`config.mk`:
```
export PLATFORM = sky130hd
export DESIGN_NAME = dsp48a1_mac_sequencer
export DESIGN_NICKNAME = d
export VERILOG_FILES = /design/src/rtl/dsp48a1_pkg.sv /design/src/rtl/dsp48a1_lat_tracker.sv /design/src/rtl/dsp48a1_mac_sequencer.sv
export SDC_FILE = /design/constraint.sdc
export NUM_CORES = 1
export LEC_CHECK = 0
export BUFFER_PORTS_ARGS = -buffer_cell sky130_fd_sc_hd__buf_2
export CORE_MARGIN = 1
export CORE_UTILIZATION = 50
export DETAILED_ROUTE_END_ITERATION = 12
export PLACE_DENSITY = 0.91
export SYNTH_ARGS = -nofsm -noshare
export SYNTH_HDL_FRONTEND = slang
export SYNTH_SLANG_ARGS = --single-unit
```
`constraint.sdc`:
```
create_clock -name clk -period 3 [get_ports clk]
set_input_delay 0.15 -clock clk [delete_from_list [all_inputs] [get_ports clk]]
set_output_delay 0.15 -clock clk [all_outputs]
set_load 0.02 [all_outputs]
```
`src/rtl/dsp48a1_pkg.sv`:
```
// Shared constants and types for the DSP48A1 MAC sequencer.
// Build option: DSP48_PREADD_EN sets the pre-adder enable bit in every opmode.
package dsp48a1_pkg;

   localparam int unsigned DSP_AW = 18;  // A/B/D operand width
   localparam int unsigned DSP_PW = 48;  // P accumulator width

   // X mux = M, Z mux = 0
   localparam logic [7:0] OPM_FIRST  = 8'h01;
   // X mux = M, Z mux = P
   localparam logic [7:0] OPM_ACC    = 8'h09;
   // X mux = 0, Z mux = P: keeps P while no operand is in flight
   localparam logic [7:0] OPM_HOLD   = 8'h08;
   localparam logic [7:0] OPM_PREADD = 8'h10;

   typedef enum logic [1:0] {
      StIdle,
      StAccum,
      StDrain,
      StDone
   } seq_state_e;

   // Applies the build-time pre-adder selection to a base opmode.
   function automatic logic [7:0] opm_sel(input logic [7:0] base);
`ifdef DSP48_PREADD_EN
      return base | OPM_PREADD;
`else
      return base;
`endif
   endfunction

endpackage

```
`src/rtl/dsp48a1_lat_tracker.sv`:
```
// Follows issued operands through the slice pipeline. A valid tag and a
// batch-last tag shift one stage per cycle; the final stage lines up with the
// cycle in which the slice P/CARRYOUT outputs reflect that operand.
module dsp48a1_lat_tracker
   import dsp48a1_pkg::*;
#(
   parameter int unsigned LAT = 3
) (
   input  logic clk,
   input  logic rst_n,
   input  logic issue_i,
   input  logic last_i,
   output logic p_valid_o,
   output logic drain_done_o
);

   logic [LAT-1:0] vld_q, vld_d;
   logic [LAT-1:0] last_q, last_d;

   // Next-state: shift both tag pipes by one stage.
   always_comb begin
      vld_d     = vld_q;
      last_d    = last_q;
      vld_d[0]  = issue_i;
      last_d[0] = issue_i && last_i;
      for (int unsigned i = 1; i < LAT; i++) begin
         vld_d[i]  = vld_q[i-1];
         last_d[i] = last_q[i-1];
      end
   end

   // Tag pipe registers; reset drops everything in flight.
   always_ff @(posedge clk or negedge rst_n) begin
      if (!rst_n) begin
         vld_q  <= '0;
         last_q <= '0;
      end else begin
         vld_q  <= vld_d;
         last_q <= last_d;
      end
   end

   assign p_valid_o    = vld_q[LAT-1];
   assign drain_done_o = last_q[LAT-1];

endmodule

```
`src/rtl/dsp48a1_mac_sequencer.sv`:
```
// Drives one DSP48A1 slice as a batch multiply-accumulate engine: operands in
// on a valid/ready stream, one 48-bit sum per batch out on a valid/ready port.
// Build option: DSP48_PREADD_EN registers s_d onto dsp_D and enables the
// slice pre-adder (product = (d + b) * a); otherwise dsp_D is tied to zero.
module dsp48a1_mac_sequencer
   import dsp48a1_pkg::*;
#(
   parameter int unsigned LAT        = 3,
   parameter int unsigned OPMODE_DLY = 1,
   parameter int unsigned MAX_LEN    = 256,
   parameter int unsigned CNT_W      = 9
) (
   input  logic              clk,
   input  logic              rst_n,
   input  logic              s_valid,
   output logic              s_ready,
   input  logic [DSP_AW-1:0] s_a,
   input  logic [DSP_AW-1:0] s_b,
   input  logic [DSP_AW-1:0] s_d,
   input  logic              s_last,
   output logic              m_valid,
   input  logic              m_ready,
   output logic [DSP_PW-1:0] m_data,
   output logic              m_overflow,
   output logic [CNT_W-1:0]  m_count,
   output logic [DSP_AW-1:0] dsp_A,
   output logic [DSP_AW-1:0] dsp_B,
   output logic [DSP_AW-1:0] dsp_D,
   output logic [7:0]        dsp_OPMODE,
   output logic              dsp_CE,
   output logic              dsp_RST,
   input  logic [DSP_PW-1:0] dsp_P,
   input  logic              dsp_CARRYOUT
);

   seq_state_e                 state_q, state_d;
   logic [CNT_W-1:0]           cnt_q, cnt_d, cnt_inc;
   logic [DSP_AW-1:0]          a_q, b_q;
   logic                       op_vld_q, op_last_q;
   logic [OPMODE_DLY-1:0][7:0] opm_q;
   logic [7:0]                 opm_in, opm_out_q;
   logic [1:0]                 rst_hold_q;
   logic [DSP_PW-1:0]          m_data_q;
   logic [CNT_W-1:0]           m_count_q;
   logic                       ovf_q, ovf_d;
   logic                       hs, batch_end, latch_res, res_taken;
   logic                       p_valid, drain_done;

   // Slice RST stays high two cycles past reset release so its sync regs flush.
   assign dsp_RST    = rst_hold_q[1];
   assign dsp_CE     = 1'b1;
   assign s_ready    = (state_q == StAccum) || ((state_q == StIdle) && !rst_hold_q[1]);
   assign m_valid    = (state_q == StDone);
   assign hs         = s_valid && s_ready;
   assign cnt_inc    = (state_q == StIdle) ? CNT_W'(1) : cnt_q + CNT_W'(1);
   assign batch_end  = s_last || (cnt_inc == CNT_W'(MAX_LEN));
   assign ovf_d      = res_taken ? 1'b0 : (ovf_q || (p_valid && dsp_CARRYOUT));
   assign dsp_A      = a_q;
   assign dsp_B      = b_q;
   assign dsp_OPMODE = opm_out_q;
   assign m_data     = m_data_q;
   assign m_count    = m_count_q;
   assign m_overflow = ovf_q;

   // Next-state and per-cycle opmode selection.
   always_comb begin
      state_d   = state_q;
      cnt_d     = cnt_q;
      opm_in    = opm_sel(OPM_HOLD);
      latch_res = 1'b0;
      res_taken = 1'b0;
      unique case (state_q)
         StIdle: begin
            if (hs) begin
               opm_in  = opm_sel(OPM_FIRST);
               cnt_d   = cnt_inc;
               state_d = batch_end ? StDrain : StAccum;
            end
         end
         StAccum: begin
            if (hs) begin
               opm_in = opm_sel(OPM_ACC);
               cnt_d  = cnt_inc;
               if (batch_end) begin
                  state_d = StDrain;
               end
            end
         end
         StDrain: begin
            if (drain_done) begin
               latch_res = 1'b1;
               state_d   = StDone;
            end
         end
         StDone: begin
            if (m_ready) begin
               res_taken = 1'b1;
               state_d   = StIdle;
            end
         end
         default: state_d = StIdle;
      endcase
   end

   // State, batch counter, sticky overflow and slice reset stretcher.
   always_ff @(posedge clk or negedge rst_n) begin
      if (!rst_n) begin
         state_q    <= StIdle;
         cnt_q      <= '0;
         ovf_q      <= 1'b0;
         rst_hold_q <= 2'b11;
      end else begin
         state_q    <= state_d;
         cnt_q      <= cnt_d;
         ovf_q      <= ovf_d;
         rst_hold_q <= {rst_hold_q[0], 1'b0};
      end
   end

   // Operand registers load only on handshake; tags mark what the slice holds.
   always_ff @(posedge clk or negedge rst_n) begin
      if (!rst_n) begin
         a_q       <= '0;
         b_q       <= '0;
         op_vld_q  <= 1'b0;
         op_last_q <= 1'b0;
      end else begin
         if (hs) begin
            a_q <= s_a;
            b_q <= s_b;
         end
         op_vld_q  <= hs;
         op_last_q <= hs && batch_end;
      end
   end

   // Opmode queue: opmode trails its operands so it meets the product at the M stage.
   always_ff @(posedge clk or negedge rst_n) begin
      if (!rst_n) begin
         opm_q     <= '0;
         opm_out_q <= '0;
      end else begin
         opm_q[0] <= opm_in;
         for (int unsigned i = 1; i < OPMODE_DLY; i++) begin
            opm_q[i] <= opm_q[i-1];
         end
         opm_out_q <= opm_q[OPMODE_DLY-1];
      end
   end

   // Result capture once the batch's final product has reached P.
   always_ff @(posedge clk or negedge rst_n) begin
      if (!rst_n) begin
         m_data_q  <= '0;
         m_count_q <= '0;
      end else if (latch_res) begin
         m_data_q  <= dsp_P;
         m_count_q <= cnt_q;
      end
   end

`ifdef DSP48_PREADD_EN
   logic [DSP_AW-1:0] d_q;

   // Pre-adder operand travels with A/B.
   always_ff @(posedge clk or negedge rst_n) begin
      if (!rst_n) begin
         d_q <= '0;
      end else if (hs) begin
         d_q <= s_d;
      end
   end

   assign dsp_D = d_q;
`else
   logic unused_s_d;
   assign unused_s_d = ^s_d;
   assign dsp_D      = '0;
`endif

   dsp48a1_lat_tracker #(
      .LAT(LAT)
   ) u_lat_tracker (
      .clk         (clk),
      .rst_n       (rst_n),
      .issue_i     (op_vld_q),
      .last_i      (op_last_q),
      .p_valid_o   (p_valid),
      .drain_done_o(drain_done)
   );

endmodule

```
* Word level (Yosys, flattened, before mapping)
Index checks and enable logic that the tools add are counted.
** Cells by class
- Add/subtract/negate cells :: 1
- Eq/ne operators :: 9
- Muxes and demuxes :: 16
- Reductions and logical operators :: 13
** Operators with widths (number)
- 2-bit 2-to-1 mux :: 6
- 9-bit by 1-bit adder with 9-bit output, second input constant :: 1
- 9-bit equality test, second input constant :: 1
- 9-bit 2-to-1 mux :: 1
- 2-bit one-hot mux with 4 select lines :: 1
- 4-bit one-hot mux with 2 select lines :: 1
- 1-bit 2-to-1 mux :: 6
- 2-bit != test, second input constant :: 3
- 1-bit logical AND :: 5
- 5-bit AND reduction :: 1
- 2-bit equality test, second input constant :: 2
- 4-bit 2-to-1 mux :: 1
- 2-bit by 1-bit != test with 1-bit output, second input constant :: 2
- 1-bit logical OR :: 3
- 2-bit by 1-bit equality test with 1-bit output, second input constant :: 1
- 2-bit logical NOT :: 1
- 2-bit AND reduction :: 1
- 2-bit OR reduction :: 1
- 1-bit logical NOT :: 1
** Storage, ports and cells
- Register bits :: 131
- Input bits :: 108
- Output and inout bits :: 124
- Word-level logic and storage cells :: 53

* Depth between registers and ports, before layout
Gate-level depths: netlist of the first run.
- Depth in word-level cells :: 7
- Depth in mapped cells :: 8
- Mapped depth without buffers :: 8

* Modules after synthesis
Synthesis of the first run repeated with hierarchy kept, for this count alone.
** Unflattened totals
- Cell total of the unflattened synthesis :: 428
- Area total of the unflattened synthesis :: 4888.4 sq um
** By module, submodules not included
- dsp48a1_mac_sequencer :: instances 1, cells each 421, area an instance 4732.0 sq um, seq. area each 2830.2 sq um
- dsp48a1_lat_tracker :: instances 1, cells each 7, area an instance 156.4 sq um, seq. area each 150.1 sq um

* Worst setup path before layout of the first run
No wires, ideal clock.
- Path kind :: reg-to-reg
- Start point :: reg cnt_q[0]
- End point :: reg state_q[0]
- Setup time :: 0.079 ns
- Arrival :: 1.923 ns
- Required time :: 2.921 ns
- Path slack :: 0.998 ns
- Stages on the path, launching flop included :: 7
- Path buffers :: 0
- Period minus slack after synthesis :: 2.002 ns
- Path through :: dfrtp_1 -> ha_1 -> xor2_1 -> or3_1 -> nand2b_2 -> nor4b_4 -> mux2i_1
** On the way
- Longest elaborated chain between the ends :: 7
- Elaborated cells between the ends (all ways) :: 9
- Those cells by class :: add/sub: 1; eq/ne: 2; mux: 4; reduce/logical: 2
** RTL lines
- from (decl) :: line dsp48a1_mac_sequencer.sv:37 : logic [CNT_W-1:0] cnt_q, cnt_d, cnt_inc;
- from (signal assigned) :: line dsp48a1_mac_sequencer.sv:114 : cnt_q <= cnt_d;
- 9-bit by 1-bit adder with 9-bit output (*) :: line dsp48a1_mac_sequencer.sv:55 : assign cnt_inc = (state_q == StIdle) ? CNT_W'(1) : cnt_q + CNT_W'(1);
- 9-bit 2-to-1 mux (*) :: line dsp48a1_mac_sequencer.sv:55
- 9-bit equality test (*) :: line dsp48a1_mac_sequencer.sv:56 : assign batch_end = s_last || (cnt_inc == CNT_W'(MAX_LEN));
- 1-bit logical OR (*) :: line dsp48a1_mac_sequencer.sv:56
- 2-bit 2-to-1 mux :: line dsp48a1_mac_sequencer.sv:77 : state_d = batch_end ? StDrain : StAccum;
- 2-bit 2-to-1 mux :: line dsp48a1_mac_sequencer.sv:74 : if (hs) begin
- 2-bit one-hot mux with 4 select lines :: line dsp48a1_mac_sequencer.sv:72 : unique case (state_q)
- to (signal assigned) :: line dsp48a1_mac_sequencer.sv:108 : state_q <= StIdle;
- to (signal assigned) :: line dsp48a1_mac_sequencer.sv:113 : state_q <= state_d;
- to (decl) :: line dsp48a1_mac_sequencer.sv:36 : seq_state_e state_q, state_d;
Every way passes the cells marked *; elsewhere a longest branch is shown, timed or not. The select of a mux whose other input is x is not followed.
A chain may end at the register's enable or synchronous reset.

* Worst setup path after layout of the first run
- Start point :: reg state_q[0]
- End point :: reg a_q[14], in the netlist dsp_A[14]
** On the way
- Longest elaborated chain between the ends :: 4
- Elaborated cells between the ends (all ways) :: 5
- Those cells by class :: eq/ne: 1; reduce/logical: 4
** RTL lines
- 2-bit logical NOT :: line dsp48a1_mac_sequencer.sv:52 : assign s_ready = (state_q == StAccum) || ((state_q == StIdle) && !rst_hold_q[1]);
- 1-bit logical AND :: line dsp48a1_mac_sequencer.sv:52
- 1-bit logical OR (*) :: line dsp48a1_mac_sequencer.sv:52
- 1-bit logical AND (*) :: line dsp48a1_mac_sequencer.sv:54 : assign hs = s_valid && s_ready;
- to (signal assigned) :: line dsp48a1_mac_sequencer.sv:123 : a_q <= '0;
- to (signal assigned) :: line dsp48a1_mac_sequencer.sv:129 : a_q <= s_a;
- to (decl) :: line dsp48a1_mac_sequencer.sv:38 : logic [DSP_AW-1:0] a_q, b_q;
Every way passes the cells marked *; elsewhere a longest branch is shown, timed or not.

==> results of run 1 <==
## worst max-delay path: cells and delay by family (launching register included)
kind | cells | cell delay (ps)
AOI/OAI and AO/OA | 1 | 460
adders and majority gates | 1 | 390
buffers and inverters | 3 | 730
DFF | 1 | 420
and+or+nand+nor | 3 | 430
## logic make-up after synthesis
group,after synthesis
buffers and inverters,54
multiplexers,60
flip-flops,119
adder cells (fa/ha/maj),5
XOR/XNOR,3
AND/OR/NAND/NOR,158
AO/OA/AOI/OAI,35
other,2
## per-stage QoR
stage	std cells	area (sq um)
after floorplan	460	5050
after global placement	738	5950
after detailed placement	738	5950
after CTS	859	7420
after global routing	859	7420
final	859	7420
## state kept, by name (all words and copies together), names as in the netlist
name,cells
dsp_B,18
op_vld_q,1
cnt_q,9
m_overflow,1
dsp_OPMODE,2
u_lat_tracker.vld_q,3
m_data,48
dsp_A,18
u_lat_tracker.last_q,3
opm_q,2
op_last_q,1
state_q,2
m_count,9
rst_hold_q,2
## how the worst max path moves through the flow
stage               startpoint         end  slack, ps  cells after the start
floorplan             cnt_q[0]  state_q[0]       1000                      6
global placement    state_q[0]    dsp_B[2]        620                      8
detailed placement  state_q[0]   dsp_A[13]        500                      8
CTS                 state_q[0]    cnt_q[8]        460                      8
global route        state_q[0]   dsp_B[17]        250                      8
finish              state_q[0]   dsp_A[14]        440                      8
## cells in the mapped netlist, types with 2 or more instances
| cell | instances |
|---|---|
| or3_1 | 3 |
| buf_4 | 25 |
| nor2b_1 | 2 |
| clkbuf_1 | 12 |
| nand2_1 | 125 |
| a21oi_1 | 11 |
| nor2_1 | 4 |
| o21ai_0 | 10 |
| mux2_2 | 57 |
| buf_2 | 7 |
| ha_1 | 5 |
| dfstp_2 | 2 |
| mux2i_1 | 3 |
| xor2_1 | 3 |
| o22ai_1 | 3 |
| nor3_1 | 6 |
| nand3_1 | 3 |
| conb_1 | 2 |
| nand2b_1 | 3 |
| inv_1 | 9 |
| dfrtp_1 | 117 |
## what timing repair did
item | CTS | global route
hold buffers | 89 | 0
hold endpoints to repair | 137 | 0
gates resized for setup | 0 | 0
## power by group through the flow
stage                     sequential, W  clock [W]  combinational, W
after CTS                       0.00166    0.00200          0.000323
after floorplan                 0.00173          0         0.0000814
final                           0.00166    0.00197          0.000336
after detailed placement        0.00169          0          0.000233
after global routing            0.00166    0.00209          0.000360
after global placement          0.00168          0          0.000227
## routing by layer
layer | vias to the layer above | global-route usage, %
li1 | 1958 | -
met4 | 0 | 12.0
met1 | 2083 | 29.2
met5 | - | 0
met2 | 187 | 52.3
met3 | 34 | 7.52
## layout make-up
| class | instances | area share (%) |
|---|---|---|
| sequential | 119 | 40.2 |
| timing repair buffer | 283 | 25.5 |
| multi-input combinational | 287 | 23.9 |
| clock buffer | 17 | 5.58 |
| clock inverter | 15 | 2.24 |
| tap | 129 | 2.18 |
| inverter | 9 | 0.455 |
==> impl_metrics.json, run 1 <==
{
  "outcome": "completed",
  "final_common_cell": "buf_2",
  "fp.dieH_um": 102,
  "synth_mux_area_share_pct": 13.5,
  "numClockSinks": 119,
  "seqCellArea_sq_mm": 0.00298,
  "tns_ps": 0,
  "synth_area_leader_cell": "dfrtp_1",
  "cp-start-kind": "register",
  "min_path_type": "in2async",
  "ant_nets": 0,
  "cellInternalPower_w": 0.00301,
  "power_frac_clock_pct": 49.7,
  "hpwl_mm": 7.58,
  "dr_wl_met2_mm": 7.51,
  "fin_crit_sh_pct": 85.4,
  "cts_root_buffer": "clkbuf_8",
  "yosys.area.top_type_share_pct": 59.0,
  "hold_violations": 0,
  "final_cell_mix": "187 x buf_2, 124 x nand2_1, 117 x dfrtp_1",
  "synth_area_sq_mm": 0.00496,
  "hold-worst-slack_ps": 218,
  "final_core_util_pct": 78.8,
  "async_flop_share_pct": 100,
  "grt_pass1_vias": 4470,
  "period_minus_slack_ps": 2560,
  "p_switching_w": 0.000958,
  "synth_ff_type": "dfrtp_1",
  "grt-ovfl-total": 0,
  "synth_compound_area_share_pct": 4.24,
  "clk_latency_ps": 500,
  "reg2reg_to": "dsp_A[14]",
  "cts.clk_slew.worst_paths_ps": 60,
  "numCtsBuffers": 17,
  "drt-met1-wl_mm": 5.12,
  "ctsHtreeMaxLevel": 4,
  "grt_pass1_wl_mm": 21.4,
  "synth_edf_count": 0,
  "synth_warnings": 0,
  "ys_ff_latch": 119,
  "drt-total-wl_mm": 13.8,
  "drv_slew": 0,
  "gp_congestion": 0.851,
  "p_seq_share_pct": 41.9,
  "num_rows": 35,
  "power_density_mw_per_mm2": 534,
  "antenna_found_initial": 0,
  "vias": 4262,
  "rsz0062_at_grt": "no",
  "die_x_um": 102,
  "setup_slack_ps": 439,
  "dr.pass1.iters": 4,
  "syn2layout_area_growth_pct": 49.6,
  "pre_cts_slack_ps": 497,
  "setup_viol_count_final": 0,
  "multi_input_area_sq_mm": 0.00177,
  "crit_path_max_incr_delay_ps": 460,
  "final_nets": 830,
  "p_comb_share_pct": 8.5,
  "post_cts_buffers": 0,
  "drive_above_1_share_pct": 40.0,
  "synth_adder_area_share_pct": 1.26,
  "cts_tree": "done",
  "p_leak_nw": 3.92,
  "drv_cap": 0,
  "synthXorXnorAreaFrac_pct": 0.530,
  "grt_max_degree": 59,
  "syn_area_per_cell_sq_um": 11.4,
  "syn-instance-count": 436,
  "synth.lib_cells_used.distinct": 45,
  "core_sq_mm": 0.00942,
  "clock.fmax_mhz": 390,
  "skew_ps": 7.62,
  "worstPathArrival_ps": 2950,
  "track_usage_pct": 27.9,
  "crit_type": "reg2reg",
  "path_cells": "inv_1, ha_1, nor2b_1, o21ai_4, inv_1, buf_4, nand2_1, nand2_1",
  "initial_core_util_pct": 52.7,
  "wire_per_inst_um": 16.1,
  "synth.area.top_cells": "dfrtp_1 59%, mux2_2 13%, nand2_1 9.5%",
  "critPathCaptureType": "register",
  "slew_headroom_pct": 55.5,
  "r2r_start": "state_q[0]",
  "cts_max_path_buffers": 2,
  "antenna-diode-count": 0,
  "io_pins": 232,
  "maxUsedRoutingLayer": "met4",
  "r2r_cells": 8,
  "ys_seq_area_share_pct": 60.1,
  "slowest_stage": "o21ai_4",
  "fill_cells": 516,
  "via_per_inst": 4.96,
  "die_area_sq_mm": 0.0103,
  "switching_share_pct": 24.2,
  "met3_wirelength_um": 864,
  "remaining_drc_errors": 0,
  "worst-slew-pin-transition_ps": 668,
  "synthSimpleGateAreaFrac_pct": 13.9,
  "critical_path.max_fanout": 23,
  "ff2ff_setup_slack_ps": 440,
  "synth_top_family_by_area": "simple AND/OR/NAND/NOR gates",
  "worstPathRequired_ps": 3390,
  "ir_drop_v": 0.000404,
  "first_iter_violations": 101,
  "power_w": 0.00396,
  "io_buffer_count": 188
}
(Power assumes the default switching activity.)
==> run 2, diff against run 1 <==
--- a/config.mk
+++ b/config.mk
@@ -9,7 +9,7 @@
 export CORE_MARGIN = 1
 export CORE_UTILIZATION = 50
 export DETAILED_ROUTE_END_ITERATION = 12
-export PLACE_DENSITY = 0.91
+export PLACE_DENSITY = 0.85
 export SYNTH_ARGS = -nofsm -noshare
 export SYNTH_HDL_FRONTEND = slang
 export SYNTH_SLANG_ARGS = --single-unit
==> impl_metrics.json, run 2 (synthesis results as in run 1) <==
{
  "r2r_start": "state_q[1]",
  "rsz0062_at_grt": "no",
  "worst-path-stages": 8,
  "vias": 4210,
  "clock.fmax_mhz": 396,
  "cp-startpoint": "state_q[1]",
  "numCtsBuffers": 17,
  "skew_ps": 14.6,
  "io_buffer_count": 188,
  "tns_ps": 0,
  "slowest_stage": "ha_1",
  "fin_crit_sh_pct": 84.3,
  "final_cell_mix": "187 x buf_2, 124 x nand2_1, 117 x dfrtp_1",
  "cp-start-kind": "register",
  "critPathTopFamily": "buffers and inverters",
  "syn2layout_area_growth_pct": 50.0,
  "grt_pass1_wl_mm": 20.7,
  "antenna-diode-count": 0,
  "path_cells": "inv_1, ha_1, nor2b_1, o21ai_4, inv_1, buf_4, nand2_1, nand2_1",
  "initial_core_util_pct": 52.7,
  "track_usage_pct": 26.7,
  "cts_root_buffer": "clkbuf_8",
  "cts_max_path_buffers": 2,
  "fp.dieH_um": 102,
  "clk_latency_ps": 500,
  "critPathCaptureType": "register",
  "cts_tree": "done",
  "hpwl_mm": 7.43,
  "drv_slew": 0,
  "crit_path_max_incr_delay_ps": 500,
  "grt_pass1_vias": 4251,
  "min_path_type": "in2async",
  "period_minus_slack_ps": 2530,
  "worstPathRequired_ps": 3430,
  "final_core_util_pct": 79.0,
  "critPathCapture": "dsp_A[8]",
  "p_leak_nw": 3.92,
  "critPathBufInv": 3,
  "gp_congestion": 0.865,
  "grt_max_degree": 71,
  "die_x_um": 102,
  "drv_cap": 0,
  "setup_viol_count_final": 0,
  "via_per_inst": 4.90,
  "num_rows": 35,
  "numClockSinks": 119,
  "io_pins": 232,
  "wire_per_inst_um": 15.6,
  "crit_type": "reg2reg",
  "hold_violations": 0,
  "ir_drop_v": 0.000498,
  "r2r_cells": 8,
  "antenna_found_initial": 0,
  "reg2reg_to": "dsp_A[8]",
  "largest_reg_flops": 48,
  "final_common_cell": "buf_2",
  "ctsHtreeMaxLevel": 4,
  "dr.pass1.iters": 4,
  "critical_path.max_fanout": 33,
  "grt-ovfl-total": 0,
  "first_iter_violations": 178,
  "power_density_mw_per_mm2": 544,
  "cts.clk_slew.worst_paths_ps": 60,
  "drive_above_1_share_pct": 39.6,
  "core_sq_mm": 0.00942,
  "remaining_drc_errors": 0,
  "ff2ff_setup_slack_ps": 470,
  "die_area_sq_mm": 0.0103,
  "ant_nets": 0,
  "worstPathArrival_ps": 2960,
  "slew_headroom_pct": 56.5,
  "drt-total-wl_mm": 13.4,
  "worst-slew-pin-transition_ps": 652,
  "final_nets": 830,
  "outcome": "completed"
}
-- run 2: cell types whose count changed in the layout (fill, tap and decap cells not counted), sizes merged --
cell      previous run  this run
clkinv               7         5
clkbuf              17        20
clkinvlp             0         2
bufinv               2         4
inv                 15        10
-- run 2: worst register-to-register path, cell delays in order, from the launching register on --
cell	delay, ps
dfrtp_1	420
inv_1	120
ha_1	500
nor2b_1	350
o21ai_4	150
inv_1	310
buf_4	400
nand2_1	110
nand2_1	100
-- run 2: how the worst min path moves through the flow --
stage	depth (start not counted)	startpoint	slack, ps	end
2_1_floorplan	0	rst_n	-150	cnt_q[0]
3_3_place_gp	1	rst_n	200	dsp_A[13]
3_5_place_dp	1	rst_n	210	dsp_A[13]
4_1_cts	2	rst_n	210	dsp_A[13]
5_1_grt	2	rst_n	250	dsp_A[13]
6_report	2	rst_n	200	dsp_A[13]
-- run 2: final cells by class --
class | count | area, sq um
Timing Repair Buffer | 283 | 1890
Sequential cell | 119 | 2980
Tap cell | 129 | 161
Clock inverter | 12 | 176
Inverter | 9 | 33.8
Multi-Input combinational cell | 287 | 1770
Clock buffer | 20 | 425
Fill cell | 529 | 1970
-- run 2: power breakdown --
part           switching [W]  internal (W)  total [W]
Sequential         0.0000184       0.00164    0.00166
Combinational       0.000168      0.000165   0.000333
Clock               0.000704       0.00135    0.00205
Total               0.000890       0.00316    0.00405
-- run 2: what timing repair did --
action | CTS | global route
hold buffers | 89 | 0
resized for setup | 0 | 0
setup buffers | 0 | 0
endpoints found under the setup margin | 0 | 0
endpoints found under the hold margin | 134 | 0
-- run 2: per-stage QoR --
stage | setup slack [ps] | cells | instance area (sq um) | power, W | hold slack (ps)
finish | 472 | 859 | 7440 | 0.00405 | 205
floorplan | 998 | 460 | 5050 | 0.00181 | -146
detailed placement | 532 | 738 | 5950 | 0.00192 | 211
global placement | 655 | 738 | 5950 | 0.00191 | 202
CTS | 502 | 859 | 7440 | 0.00406 | 211
global route | 247 | 859 | 7440 | 0.00419 | 250
-- run 2: routing by layer --
layer / global-route usage, % / share of wire, %
met1: 30.4 / 40
met2: 48.8 / 53
met3: 6.83 / 6.1
met4: 8.25 / 1.4
met5: 0 / 0
